`config.mk`:
```
export PLATFORM = sky130hd
export DESIGN_NAME = uart_fifo_mirror
export DESIGN_NICKNAME = d
export VERILOG_FILES = /design/src/rtl/mirror_pkg.sv /design/src/rtl/mirror_fifo.sv /design/src/rtl/uart_fifo_mirror.sv
export SDC_FILE = /design/constraint.sdc
export NUM_CORES = 1
export LEC_CHECK = 0
export BUFFER_PORTS_ARGS = -buffer_cell sky130_fd_sc_hd__buf_2
export CORE_UTILIZATION = 55
export DETAILED_ROUTE_END_ITERATION = 8
export PLACE_DENSITY = 0.76
export RECOVER_POWER = 100
export SETUP_SLACK_MARGIN = 0.4
export SLEW_MARGIN = 5
export SYNTH_ARGS = -nofsm -noshare
export SYNTH_HDL_FRONTEND = slang
export SYNTH_SLANG_ARGS = --single-unit
```
`constraint.sdc`:
```
create_clock -name clk -period 3.9 [get_ports clk]
set_input_delay 0.195 -clock clk [delete_from_list [all_inputs] [get_ports clk]]
set_output_delay 0.195 -clock clk [all_outputs]
set_load 0.05 [all_outputs]
```
`src/rtl/mirror_pkg.sv`:
```
// Shared definitions for the UART FIFO mirror: transform mode codes, the
// TX handshake state type and the byte transform applied on pop.
package mirror_pkg;

  // Transform selectors for the MODE parameter.
  localparam int MODE_ECHO     = 0;
  localparam int MODE_INVERT   = 1;
  localparam int MODE_CASESWAP = 2;

  // Widest data path the transform helper accepts; callers zero-extend
  // into it and truncate the result back to their own width.
  localparam int XF_MAX_W = 64;

  // Saturation ceiling for the 16-bit statistics counters.
  localparam logic [15:0] STAT_MAX = 16'hFFFF;

  // TX handshake states towards uart_tx.
  typedef enum logic [1:0] {
    IDLE  = 2'd0,
    START = 2'd1,
    DRAIN = 2'd2
  } tx_state_e;

  // Byte transform applied when a byte leaves the FIFO.
  // Case swap only makes sense for 8-bit ASCII; other widths pass through.
  function automatic logic [XF_MAX_W-1:0] xform(
    input logic [XF_MAX_W-1:0] i_din,
    input int                  i_mode,
    input int                  i_data_w
  );
    logic [XF_MAX_W-1:0] w_out;
    logic                w_is_upper;
    logic                w_is_lower;
    w_out      = i_din;
    w_is_upper = (i_din[7:0] >= 8'h41) && (i_din[7:0] <= 8'h5A);
    w_is_lower = (i_din[7:0] >= 8'h61) && (i_din[7:0] <= 8'h7A);
    case (i_mode)
      MODE_INVERT: begin
        w_out = ~i_din;
      end
      MODE_CASESWAP: begin
        if ((i_data_w == 8) && (w_is_upper || w_is_lower)) begin
          w_out[5] = ~i_din[5];
        end else begin
          w_out = i_din;
        end
      end
      default: begin
        w_out = i_din;
      end
    endcase
    return w_out;
  endfunction

  // 16-bit increment that sticks at the ceiling instead of wrapping.
  function automatic logic [15:0] sat_inc16(input logic [15:0] i_val);
    logic [15:0] w_res;
    if (i_val == STAT_MAX) begin
      w_res = i_val;
    end else begin
      w_res = i_val + 16'd1;
    end
    return w_res;
  endfunction

endpackage : mirror_pkg

```
`src/rtl/mirror_fifo.sv`:
```
// Single-clock synchronous FIFO. A push and a pop in the same cycle both
// take effect even when full, so the occupancy is unchanged and nothing is
// lost. Pointers wrap naturally; occupancy is tracked by an explicit counter
// and full/empty are registered alongside it.
module mirror_fifo #(
  parameter int DATA_W = 8,
  parameter int DEPTH  = 16
) (
  input  logic                     clk,
  input  logic                     rst,
  input  logic                     i_push,
  input  logic [DATA_W-1:0]        i_data,
  input  logic                     i_pop,
  output logic [DATA_W-1:0]        o_head,
  output logic                     o_full,
  output logic                     o_empty,
  output logic [$clog2(DEPTH):0]   o_fill_level
);

  localparam int AW = $clog2(DEPTH);
  localparam int CW = AW + 1;

  logic [DATA_W-1:0] r_mem [DEPTH];
  logic [AW-1:0]     r_wr_ptr;
  logic [AW-1:0]     r_rd_ptr;
  logic [CW-1:0]     r_count;
  logic              r_full;
  logic              r_empty;

  logic              w_wr_en;
  logic              w_rd_en;
  logic [CW-1:0]     w_count_nxt;

  // A pop frees the slot the simultaneous push needs, so full only blocks
  // a push that has no matching pop.
  assign w_rd_en = i_pop && !r_empty;
  assign w_wr_en = i_push && (!r_full || w_rd_en);

  // Next occupancy from the accepted push/pop pair.
  always_comb begin
    w_count_nxt = r_count;
    case ({w_wr_en, w_rd_en})
      2'b10:   w_count_nxt = r_count + CW'(1);
      2'b01:   w_count_nxt = r_count - CW'(1);
      default: w_count_nxt = r_count;
    endcase
  end

  // Storage array; contents are don't-care until written.
  always_ff @(posedge clk) begin
    if (!rst && w_wr_en) begin
      r_mem[r_wr_ptr] <= i_data;
    end
  end

  // Pointers, occupancy and the registered full/empty flags.
  always_ff @(posedge clk) begin
    if (rst) begin
      r_wr_ptr <= {AW{1'b0}};
      r_rd_ptr <= {AW{1'b0}};
      r_count  <= {CW{1'b0}};
      r_full   <= 1'b0;
      r_empty  <= 1'b1;
    end else begin
      if (w_wr_en) begin
        r_wr_ptr <= r_wr_ptr + AW'(1);
      end
      if (w_rd_en) begin
        r_rd_ptr <= r_rd_ptr + AW'(1);
      end
      r_count <= w_count_nxt;
      r_full  <= (w_count_nxt == CW'(DEPTH));
      r_empty <= (w_count_nxt == CW'(0));
    end
  end

  assign o_head       = r_mem[r_rd_ptr];
  assign o_full       = r_full;
  assign o_empty      = r_empty;
  assign o_fill_level = r_count;

endmodule : mirror_fifo

```
`src/rtl/uart_fifo_mirror.sv`:
```
// UART echo path with a DEPTH-entry elastic buffer between uart_rx and
// uart_tx. Bytes are captured on the rising edge of rx_ready, optionally
// transformed (MODE) on their way out, and retransmitted in order.
// Optional build macro: MIRROR_STATS_EN adds saturating rx/tx/drop counters.
// DATA_W must not exceed mirror_pkg::XF_MAX_W.
module uart_fifo_mirror
  import mirror_pkg::*;
#(
  parameter int DATA_W = 8,
  parameter int DEPTH  = 16,
  parameter int MODE   = 0
) (
  input  logic                   clk,
  input  logic                   rst,
  input  logic                   rx_ready,
  input  logic [DATA_W-1:0]      rx_data,
  input  logic                   tx_busy,
  output logic                   tx_start,
  output logic [DATA_W-1:0]      tx_data,
  output logic [$clog2(DEPTH):0] fill_level,
  output logic                   empty,
  output logic                   overflow
`ifdef MIRROR_STATS_EN
  ,
  output logic [15:0]            rx_count,
  output logic [15:0]            tx_count,
  output logic [15:0]            drop_count
`endif
);

  logic                   r_rx_ready_d;
  logic                   r_overflow;
  tx_state_e              r_state;
  logic                   r_tx_start;
  logic [DATA_W-1:0]      r_tx_data;

  logic                   w_push;
  logic                   w_pop;
  logic                   w_drop;
  logic                   w_full;
  logic                   w_empty;
  logic [DATA_W-1:0]      w_head;
  logic [$clog2(DEPTH):0] w_fill_level;

  // A held ready level must push only once, so capture on its rising edge.
  assign w_push = rx_ready && !r_rx_ready_d;
  // The FSM takes the head only when it is idle and uart_tx is free.
  assign w_pop  = (r_state == IDLE) && !w_empty && !tx_busy;
  // A byte is lost only when full and no slot is freed in the same cycle.
  assign w_drop = w_push && w_full && !w_pop;

  mirror_fifo #(
    .DATA_W (DATA_W),
    .DEPTH  (DEPTH)
  ) u_fifo (
    .clk          (clk),
    .rst          (rst),
    .i_push       (w_push),
    .i_data       (rx_data),
    .i_pop        (w_pop),
    .o_head       (w_head),
    .o_full       (w_full),
    .o_empty      (w_empty),
    .o_fill_level (w_fill_level)
  );

  // Previous rx_ready level for edge detection.
  always_ff @(posedge clk) begin
    if (rst) begin
      r_rx_ready_d <= 1'b0;
    end else begin
      r_rx_ready_d <= rx_ready;
    end
  end

  // Sticky overflow: set on the first dropped byte, cleared only by reset.
  always_ff @(posedge clk) begin
    if (rst) begin
      r_overflow <= 1'b0;
    end else if (w_drop) begin
      r_overflow <= 1'b1;
    end else begin
      r_overflow <= r_overflow;
    end
  end

  // TX handshake FSM: load a byte, hold start until uart_tx goes busy,
  // then wait for the frame to finish. tx_data only changes on load.
  always_ff @(posedge clk) begin
    if (rst) begin
      r_state    <= IDLE;
      r_tx_start <= 1'b0;
      r_tx_data  <= {DATA_W{1'b0}};
    end else begin
      case (r_state)
        IDLE: begin
          if (w_pop) begin
            r_tx_data  <= DATA_W'(xform(XF_MAX_W'(w_head), MODE, DATA_W));
            r_tx_start <= 1'b1;
            r_state    <= START;
          end
        end
        START: begin
          if (tx_busy) begin
            r_tx_start <= 1'b0;
            r_state    <= DRAIN;
          end
        end
        DRAIN: begin
          if (!tx_busy) begin
            r_state <= IDLE;
          end
        end
        default: begin
          r_tx_start <= 1'b0;
          r_state    <= IDLE;
        end
      endcase
    end
  end

  assign tx_start   = r_tx_start;
  assign tx_data    = r_tx_data;
  assign fill_level = w_fill_level;
  assign empty      = w_empty;
  assign overflow   = r_overflow;

`ifdef MIRROR_STATS_EN
  logic [15:0] r_rx_count;
  logic [15:0] r_tx_count;
  logic [15:0] r_drop_count;

  // Traffic counters: every rx edge, every frame launched, every drop.
  always_ff @(posedge clk) begin
    if (rst) begin
      r_rx_count   <= 16'd0;
      r_tx_count   <= 16'd0;
      r_drop_count <= 16'd0;
    end else begin
      if (w_push) begin
        r_rx_count <= sat_inc16(r_rx_count);
      end
      if (w_pop) begin
        r_tx_count <= sat_inc16(r_tx_count);
      end
      if (w_drop) begin
        r_drop_count <= sat_inc16(r_drop_count);
      end
    end
  end

  assign rx_count   = r_rx_count;
  assign tx_count   = r_tx_count;
  assign drop_count = r_drop_count;
`endif

endmodule : uart_fifo_mirror

```
* Word-level counts from Yosys, hierarchy flattened
Memories as Yosys holds them, arrays and structs flattened. A register that Yosys moved wholly into a read port is not among the register bits. Cells that the tools add are included.
Operators by class: reduce and logical (&&, ||, !) cells 20, multiplexer cells 10, bitwise gates (word level) 1, eq/ne operators 8, $add $sub $neg 4
Operators by type and width (count):
- $pmux W5 S2 | 1
- $add A4 B1 Y4 const B | 2
- $logic_and A1 B1 Y1 | 8
- $logic_not A1 Y1 | 6
- $mux W2 | 3
- $pmux W2 S3 | 1
- $reduce_and A3 Y1 | 2
- $add A5 B1 Y5 const B | 1
- $eq A5 B5 Y1 const B | 1
- $logic_not A5 Y1 | 1
- $sub A5 B1 Y5 const B | 1
- $eq A2 B1 Y1 const B | 2
- $eq A2 B2 Y1 const B | 2
- $mux W1 | 4
- $ne A2 B2 Y1 const B | 2
- $pmux W1 S3 | 1
- $logic_not A2 Y1 | 1
- $ne A2 B1 Y1 const B | 1
- $reduce_and A2 Y1 | 1
- $logic_or A1 B1 Y1 | 1
- $not A1 Y1 | 1
Storage, ports and cells: output and inout port bits 16, memories kept 1, bits in registers 20, RAM bits 128, input port bits 12, word-level logic and storage cells 53
Memories:
- u_fifo.r_mem | words 16, bits a word 8, rd ports 1, clocked after memory_dff 1, write ports 1, RTL line mirror_fifo.sv:23 | logic [DATA_W-1:0] r_mem [DEPTH];

* Longest topological paths before layout
Gate-level depths: netlist of run 1.
word-level depth 9, gate-level depth with buffers 13, depth with buffers taken out 12

* Cells and area by module
Synthesis of run 1 repeated with hierarchy kept, for this count alone.
Unflattened totals: cells, all modules 357, area, all modules 6512.5 sq um
Modules (own cells, without submodules):
- mirror_fifo | instances 1, area each 5941.9 sq um, sequential area each 4224.1 sq um, cells an instance 304
- uart_fifo_mirror | instances 1, area each 570.5 sq um, sequential area each 260.2 sq um, cells an instance 53

* Least setup slack after synthesis of run 1
Ideal clock, no wire load.
kind reg2reg, from register u_fifo.r_empty (netlist: u_fifo.o_empty), to register u_fifo.r_empty (netlist: u_fifo.o_empty), arrival time 2.840 ns, period minus slack after synthesis 2.909 ns, buffers on the path 1, setup slack 0.991 ns, stages on the path, launching flop included 13, data required time 3.830 ns, library setup time 0.070 ns, path through dfxtp_1 > or4_4 > a21oi_4 > inv_2 > ha_1 > buf_2 > xor2_1 > ha_1 > a21oi_1 > mux2i_1 > xor2_1 > o311ai_1 > a21oi_1
Between the ends: longest elaborated chain between the ends 9, elaborated cells on any way between the ends 10, those cells by class 2 x eq/ne; 1 x mux; 7 x reduce/logical
RTL lines:
- start, declared | RTL line mirror_fifo.sv:28 | logic r_empty;
- start signal, assigned | RTL line mirror_fifo.sv:73 | r_empty <= (w_count_nxt == CW'(0));
- $logic_not A1 Y1 (*) | RTL line mirror_fifo.sv:36, uart_fifo_mirror.sv:48
- $logic_and A1 B1 Y1 (2 in series) | RTL line uart_fifo_mirror.sv:48 | assign w_pop = (r_state == IDLE) && !w_empty && !tx_busy;
- $logic_and A1 B1 Y1 (*) | RTL line mirror_fifo.sv:36 | assign w_rd_en = i_pop && !r_empty;
- $logic_or A1 B1 Y1 | RTL line mirror_fifo.sv:37 | assign w_wr_en = i_push && (!r_full || w_rd_en);
- $logic_and A1 B1 Y1 | RTL line mirror_fifo.sv:37
- $eq A2 B1 Y1 / $eq A2 B2 Y1 (equally long branches) | RTL line mirror_fifo.sv:42 | case ({w_wr_en, w_rd_en})
- $pmux W5 S2 (*) | RTL line mirror_fifo.sv:42
- $logic_not A5 Y1 (*) | RTL line mirror_fifo.sv:73
Every way passes the cells marked *; elsewhere a longest branch is shown, timed or not. A chain may end at the register's enable or synchronous reset.

* Final worst setup path of run 1
from register r_state[1], to register u_fifo.r_empty (netlist: u_fifo.o_empty)
Between the ends: longest elaborated chain between the ends 9, elaborated cells on any way between the ends 10, those cells by class 2 x eq/ne; 1 x mux; 7 x reduce/logical
RTL lines:
- start, declared | RTL line uart_fifo_mirror.sv:33 | tx_state_e r_state;
- start signal, assigned | RTL line uart_fifo_mirror.sv:91 | r_state <= IDLE;
- start signal, assigned | RTL line uart_fifo_mirror.sv:100 | r_state <= START;
- start signal, assigned | RTL line uart_fifo_mirror.sv:106 | r_state <= DRAIN;
- $logic_not A2 Y1 (*) | RTL line uart_fifo_mirror.sv:48
- $logic_and A1 B1 Y1 (*) (2 in series) | RTL line uart_fifo_mirror.sv:48
- $logic_and A1 B1 Y1 (*) | RTL line mirror_fifo.sv:36
- $logic_or A1 B1 Y1 | RTL line mirror_fifo.sv:37
- $logic_and A1 B1 Y1 | RTL line mirror_fifo.sv:37
- $eq A2 B1 Y1 / $eq A2 B2 Y1 (equally long branches) | RTL line mirror_fifo.sv:42
- $pmux W5 S2 (*) | RTL line mirror_fifo.sv:42
- $logic_not A5 Y1 (*) | RTL line mirror_fifo.sv:73
Marks and branches as above.

==> flow_summary.json, run 1 <==
{
  "status": "completed",
  "cts_buffers": 17,
  "yosys.area_share.adder_pct": 1.805,
  "synth-simple-area-share_pct": 6.459,
  "fillerInstances": 774,
  "tns_ns": 0,
  "finalSetupViolations": 0,
  "grt_max_degree": 36,
  "drc_errors": 0,
  "final_cell_mix": "128 x edfxtp_1, 33 x nor2_1, 32 x mux4_2, 27 x dfxtp_1, 24 x clkbuf_1",
  "die_w_um": 108.5,
  "cts_tree": "done",
  "utilization_pct": 63.63,
  "yosys-mux-area-fraction_pct": 12.20,
  "postSynthCellCount": 363,
  "grt_usage_pct": 22.62,
  "viasPerCell": 5.984,
  "nNetsFinal": 414,
  "syn_to_final_growth_pct": 11.55,
  "report.final.slew_viol_count": 0,
  "clk_pin_slew_worst_paths_ns": 0.06,
  "syn-mean-instance-area_um2": 17.18,
  "clock.fmax_ghz": 0.2971,
  "synth_xor_xnor_area_share_pct": 1.545,
  "synth_seq_cells": 156,
  "root_buffer": "clkbuf_16",
  "cpMostUsedCell": "ha_1",
  "min_path_type": "input pin to register",
  "grt_pass1_vias": 3255,
  "dpl.cell_count": 513,
  "antenna_found_initial": 0,
  "hpwl_mm": 7.339,
  "worst_slew_pin_slew_ns": 1.340,
  "finalHoldViolations": 0,
  "syn-cell-area_um2": 6237,
  "synthFlopType": "edfxtp_1",
  "r2r-start": "r_state[1]",
  "die_y_um": 108.5,
  "synth_top_family_by_area": "multiplexers",
  "end_kind": "register",
  "min_to": "r_state[0]",
  "rsz0062_at_grt": "no",
  "rows": 38,
  "ys_warn_count": 0,
  "cp_max_fo": 12,
  "wire_per_inst_um": 21.89,
  "required_ns": 4.25,
  "cts_htree_levels": 4,
  "fin_skew_ns": 0.006745,
  "cts_setup_buffers": 0,
  "cp-start-kind": "register",
  "worstPathArrival_ns": 3.72,
  "clock_latency_ns": 0.42,
  "hold_ws_ns": 0.01183,
  "firstDrtPassIters": 5,
  "start_util_pct": 57.04,
  "final_cells": 546,
  "criticalPathCategory": "register to register",
  "postRouteAntennaNets": 0,
  "syn-num-nets": 384,
  "grt_remaining_overflow": 0,
  "portBuffers": 27,
  "synth-compound-area-share_pct": 5.436,
  "hold_depth": 2,
  "slowest_stage": "or4_1",
  "drtIter0Drc": 310,
  "min_period_ns": 3.366,
  "ios": 28,
  "ff2ff_setup_slack_ns": 0.53,
  "drt_wl_total_mm": 11.95,
  "p_leak_nw": 2.297,
  "r2r_end": "u_fifo.o_empty",
  "via_count": 3267,
  "final_common_cell": "edfxtp_1",
  "drive_above_1_share_pct": 17.49,
  "post-route-period-util_pct": 86.31,
  "ys_seq_area_share_pct": 70.61,
  "max_slew_margin_pct": 10.68,
  "clk_path_buf_depth": 2,
  "min_from": "tx_busy",
  "slowest_delay_ns": 0.77,
  "maxCapViolCount": 0,
  "synth.distinct_cells": 40,
  "gp_congestion": 0.7532,
  "synthArstFlopShare_pct": 0,
  "power.density_nw_per_um2": 580.9,
  "core_area_um2": 10940,
  "worst_ir_drop_vdd_mv": 0.5435,
  "cp_cell_sequence": "or4_1, a21oi_4, inv_2, ha_1, xor2_1, ha_1, o21a_1, o21ai_0, a221oi_1, mux2i_1, inv_1, a21oi_1",
  "worstRegToRegCells": 12,
  "dieArea_um2": 11770,
  "antenna_cells": 0,
  "cts_sinks": 156,
  "grt_pass1_wl_mm": 18.26,
  "synth_edf_count": 128
}
where the power goes:
group | switching [mW] | total, mW | leakage, nW | internal [mW]
clock | 0.652 | 1.53 | 0.260 | 0.874
combinational | 0.388 | 0.612 | 0.656 | 0.224
sequential | 0.0484 | 1.90 | 1.38 | 1.85
total | 1.09 | 4.04 | 2.30 | 2.95
worst max-delay path by stage:
stage	start	slack (ns)	to
after floorplan	u_fifo.o_empty	0.99	u_fifo.o_empty
after global placement	r_state[1]	0.94	u_fifo.o_empty
after detailed placement	r_state[1]	0.74	u_fifo.o_empty
after CTS	r_state[1]	0.73	u_fifo.o_empty
after global routing	r_state[1]	0.32	u_fifo.r_mem[3][0]
final	r_state[1]	0.53	u_fifo.o_empty
per-layer routing:
layer  track usage (%)  share of wire [%]  routed length, um
met1             30.35                 42               5075
met4             9.749                2.0                241
met5                 0                  0                  0
met2             34.81                 49               5897
met3             6.389                6.2                736
cells by family after synthesis:
group,after synthesis
compound gates,48
buf+inv,27
simple gates,76
xor+xnor,11
mux,36
flops,156
fa+ha+maj,9
cell type report:
cell class                      instances  area, um^2  area share, %
Sequential cell                       156        4405          63.32
Clock inverter                         15       123.9          1.780
Timing Repair Buffer                   31       135.1          1.942
Inverter                                7       26.28         0.3776
Multi-Input combinational cell        180        1667          23.95
Clock buffer                           17       425.4          6.114
Tap cell                              140       175.2          2.518
cell usage after synthesis (2+ instances only):
| cell type | number | area share (%) |
|---|---|---|
| edfxtp_1 | 128 | 62 |
| nand2_2 | 4 | 0.40 |
| nor4bb_1 | 2 | 0.32 |
| inv_1 | 6 | 0.36 |
| nor3b_1 | 2 | 0.24 |
| a21oi_1 | 13 | 1.0 |
| nor2_1 | 32 | 1.9 |
| ha_1 | 9 | 1.8 |
| and3_1 | 2 | 0.20 |
| nor3_2 | 4 | 0.64 |
| buf_2 | 4 | 0.32 |
| nand2_1 | 16 | 0.96 |
| buf_4 | 2 | 0.24 |
| mux2i_1 | 4 | 0.64 |
| xor2_1 | 8 | 1.1 |
| o21ai_0 | 2 | 0.16 |
| a22o_1 | 16 | 2.2 |
| clkbuf_1 | 8 | 0.48 |
| nor2b_1 | 5 | 0.50 |
| buf_1 | 5 | 0.30 |
| a211oi_1 | 2 | 0.24 |
| mux4_2 | 32 | 12 |
| nand2b_1 | 3 | 0.30 |
| dfxtp_1 | 28 | 9.0 |
| xnor2_1 | 3 | 0.42 |
| o21ai_1 | 8 | 0.64 |
| nand4_1 | 2 | 0.20 |
critical path, delay by kind of cell (launching register included):
family                     cells  cell delay, ns
xor gates and xnor gates       1            0.20
DFF                            1            0.34
muxes                          1            0.31
adders and majority gates      2            0.51
AOI/OAI and AO/OA              5            0.99
and+or+nand+nor                1            0.77
buffers and inverters          2            0.17
flip-flops by register name, indices dropped and copies added (netlist names), 2 cells and up:
register	count
u_fifo.r_mem	128
u_fifo.o_fill_level	5
u_fifo.r_rd_ptr	4
r_state	2
tx_data	8
u_fifo.r_wr_ptr	4
metrics by stage:
step | instance area [um^2] | total power [mW] | setup WS [ns]
2_1_floorplan | 6237 | 2.419 | 0.9907
3_3_place_gp | 6476 | 2.545 | 0.9448
3_5_place_dp | 6476 | 2.571 | 0.7447
4_1_cts | 7036 | 4.085 | 0.7311
5_1_grt | 6958 | 4.190 | 0.3194
6_report | 6958 | 4.042 | 0.5338
what timing repair did:
item / in CTS / in global routing
endpoints found under the hold margin: 1 / 0
hold buffers: 1 / 0
gates resized for setup: 0 / 0
Power figures use the tool's default switching activity.
==> run 2: changes to the inputs <==
--- a/config.mk
+++ b/config.mk
@@ -6,11 +6,14 @@
 export NUM_CORES = 1
 export LEC_CHECK = 0
 export BUFFER_PORTS_ARGS = -buffer_cell sky130_fd_sc_hd__buf_2
+export CAP_MARGIN = 20
+export CORE_MARGIN = 5
 export CORE_UTILIZATION = 55
 export DETAILED_ROUTE_END_ITERATION = 8
 export PLACE_DENSITY = 0.76
 export RECOVER_POWER = 100
 export SETUP_SLACK_MARGIN = 0.4
+export SKIP_LAST_GASP = 1
 export SLEW_MARGIN = 5
 export SYNTH_ARGS = -nofsm -noshare
 export SYNTH_HDL_FRONTEND = slang
==> run 2 against run 1 <==
  * Wire length is 1.2% lower
  * Non-clock buffer count is the same
  * Cell area grew 0.20%
  * Combinational power decreased by 3.4%
  * Critical endpoint unchanged
  * Via count fell by 1.5%
  * Critical path depth is 1 higher
  * Worst hold slack worse by 0.0041 ns
  * Clock power is essentially flat
  * Flip-flop and latch count unchanged
  * Global-route usage is 3.7 points lower
==> flow_summary.json, run 2 (same netlist as run 1, synthesis figures left out) <==
{
  "status": "completed",
  "viasPerCell": 5.896,
  "root_buffer": "clkbuf_16",
  "cp_cell_sequence": "dlygate4sd3_1, clkbuf_1, or4_1, a21oi_4, inv_2, ha_1, xor2_1, ha_1, a21oi_1, mux2i_1, xor2_1, o311ai_1, a21oi_1",
  "criticalPathCategory": "input pin to register",
  "total_power_mw": 4.050,
  "ios": 28,
  "clock_latency_ns": 0.42,
  "clk_pin_slew_worst_paths_ns": 0.06,
  "grt_max_degree": 35,
  "dieArea_um2": 13570,
  "antenna_cells": 0,
  "report.final.slew_viol_count": 0,
  "utilization_pct": 63.48,
  "worst_ir_drop_vdd_mv": 0.4579,
  "syn_to_final_growth_pct": 11.78,
  "path_depth": 13,
  "min_path_type": "input pin to register",
  "clock.fmax_ghz": 0.2939,
  "p_leak_nw": 2.294,
  "wire_per_inst_um": 21.63,
  "fin_area_um2": 6972,
  "drc_errors": 0,
  "slowest_delay_ns": 0.75,
  "postRouteAntennaNets": 0,
  "start_util_pct": 56.79,
  "final_cell_mix": "128 x edfxtp_1, 32 x nor2_1, 32 x mux4_2, 28 x clkbuf_1, 28 x dfxtp_1",
  "portBuffers": 27,
  "hold_ws_ns": 0.007752,
  "maxCapViolCount": 0,
  "antenna_found_initial": 0,
  "required_ns": 4.25,
  "cts_htree_levels": 4,
  "worst_slew_pin_slew_ns": 1.346,
  "via_count": 3219,
  "tns_ns": 0,
  "place_area_um2": 6476,
  "critical-path-top-delay-family": "compound AO/OA/AOI/OAI gates",
  "rows": 38,
  "hpwl_mm": 7.390,
  "dr_wl_met3_mm": 1.005,
  "grt_pass1_vias": 3204,
  "cp-start-kind": "input pin",
  "finalSetupViolations": 0,
  "core_area_um2": 10980,
  "firstDrtPassIters": 5,
  "largest_reg_flops": 128,
  "nNetsFinal": 414,
  "min_period_ns": 3.403,
  "drive_above_1_share_pct": 17.24,
  "final_common_cell": "edfxtp_1",
  "cts_buffers": 17,
  "grt_usage_pct": 18.96,
  "rsz0062_at_grt": "no",
  "drtIter0Drc": 368,
  "fin_skew_ns": 0.006906,
  "finalHoldViolations": 0,
  "worstPathArrival_ns": 3.75,
  "crit_buf_inv": 3,
  "hold_depth": 2,
  "max_slew_margin_pct": 10.29,
  "top_register": "u_fifo.r_mem",
  "cts_sinks": 156,
  "drt_wl_total_mm": 11.81,
  "setup_ws_ns": 0.4973,
  "met1_length_mm": 5.035,
  "grt_pass1_wl_mm": 18.18,
  "slowest_stage": "or4_1",
  "end_kind": "register",
  "cts_tree": "done",
  "cp_max_fo": 12,
  "cts_setup_buffers": 0,
  "clk_path_buf_depth": 2,
  "gp_congestion": 0.7703,
  "top_layer": "met4",
  "dpl.cell_count": 513,
  "die_y_um": 116.5,
  "post-route-period-util_pct": 87.25,
  "worstRegToRegCells": 11,
  "die_w_um": 116.5,
  "power.density_nw_per_um2": 581.0,
  "grt_remaining_overflow": 0,
  "met2_length_mm": 5.662,
  "final_cells": 546,
  "pre_cts_ws_ns": 0.6569
}
## run 2: changes by cell type in the layout (fill, tap and decap cells not counted), sizes merged
cell and change:
inv +5, clkinv -4, clkbuf +3, buf -2, bufinv -1, clkinvlp -1
## run 2: worst reg2reg max path: stages, from the launching register on
cell and delay, ns:
dfxtp_1 0.34, or4_1 0.80, a21oi_4 0.32, inv_2 0.11
ha_1 0.32, xor2_1 0.21, ha_1 0.23, a21oi_1 0.18
mux2i_1 0.24, xor2_1 0.21, o311ai_1 0.18, a21oi_1 0.16
## run 2: layer usage
metal	vias to the layer above	track usage, %
li1	1479	-
met1	1602	27.22
met2	127	28.11
met3	11	5.440
met4	0	6.729
met5	-	0
## run 2: worst paths after layout
check	slack (ns)	to	startpoint
worst max-delay path	0.50	u_fifo.o_empty	tx_busy
worst min-delay path	0.008	r_rx_ready_d	rx_ready
worst max register to register	0.55	u_fifo.o_empty	r_state[1]
worst min register to register	0.46	tx_data[5]	tx_data[5]
## run 2: timing repair
item	in CTS	in global routing
hold buffers	1	0
endpoints found under the setup margin	0	1
resized for setup	0	1
hold endpoints to repair	1	0
## run 2: layout make-up
cell class	instances	area [um^2]
clock buffers	18	429.2
clock inverters	14	123.9
fillers	778	4011
inverters	7	30.03
multi-input cells	180	1678
flip-flops and latches	156	4404
well taps	140	175.2
repair buffers	31	131.4
## run 2: where the power goes
part / switching [mW] / total (mW) / internal (mW)
Sequential: 0.0673 / 1.92 / 1.85
Combinational: 0.368 / 0.591 / 0.223
Clock: 0.700 / 1.54 / 0.839
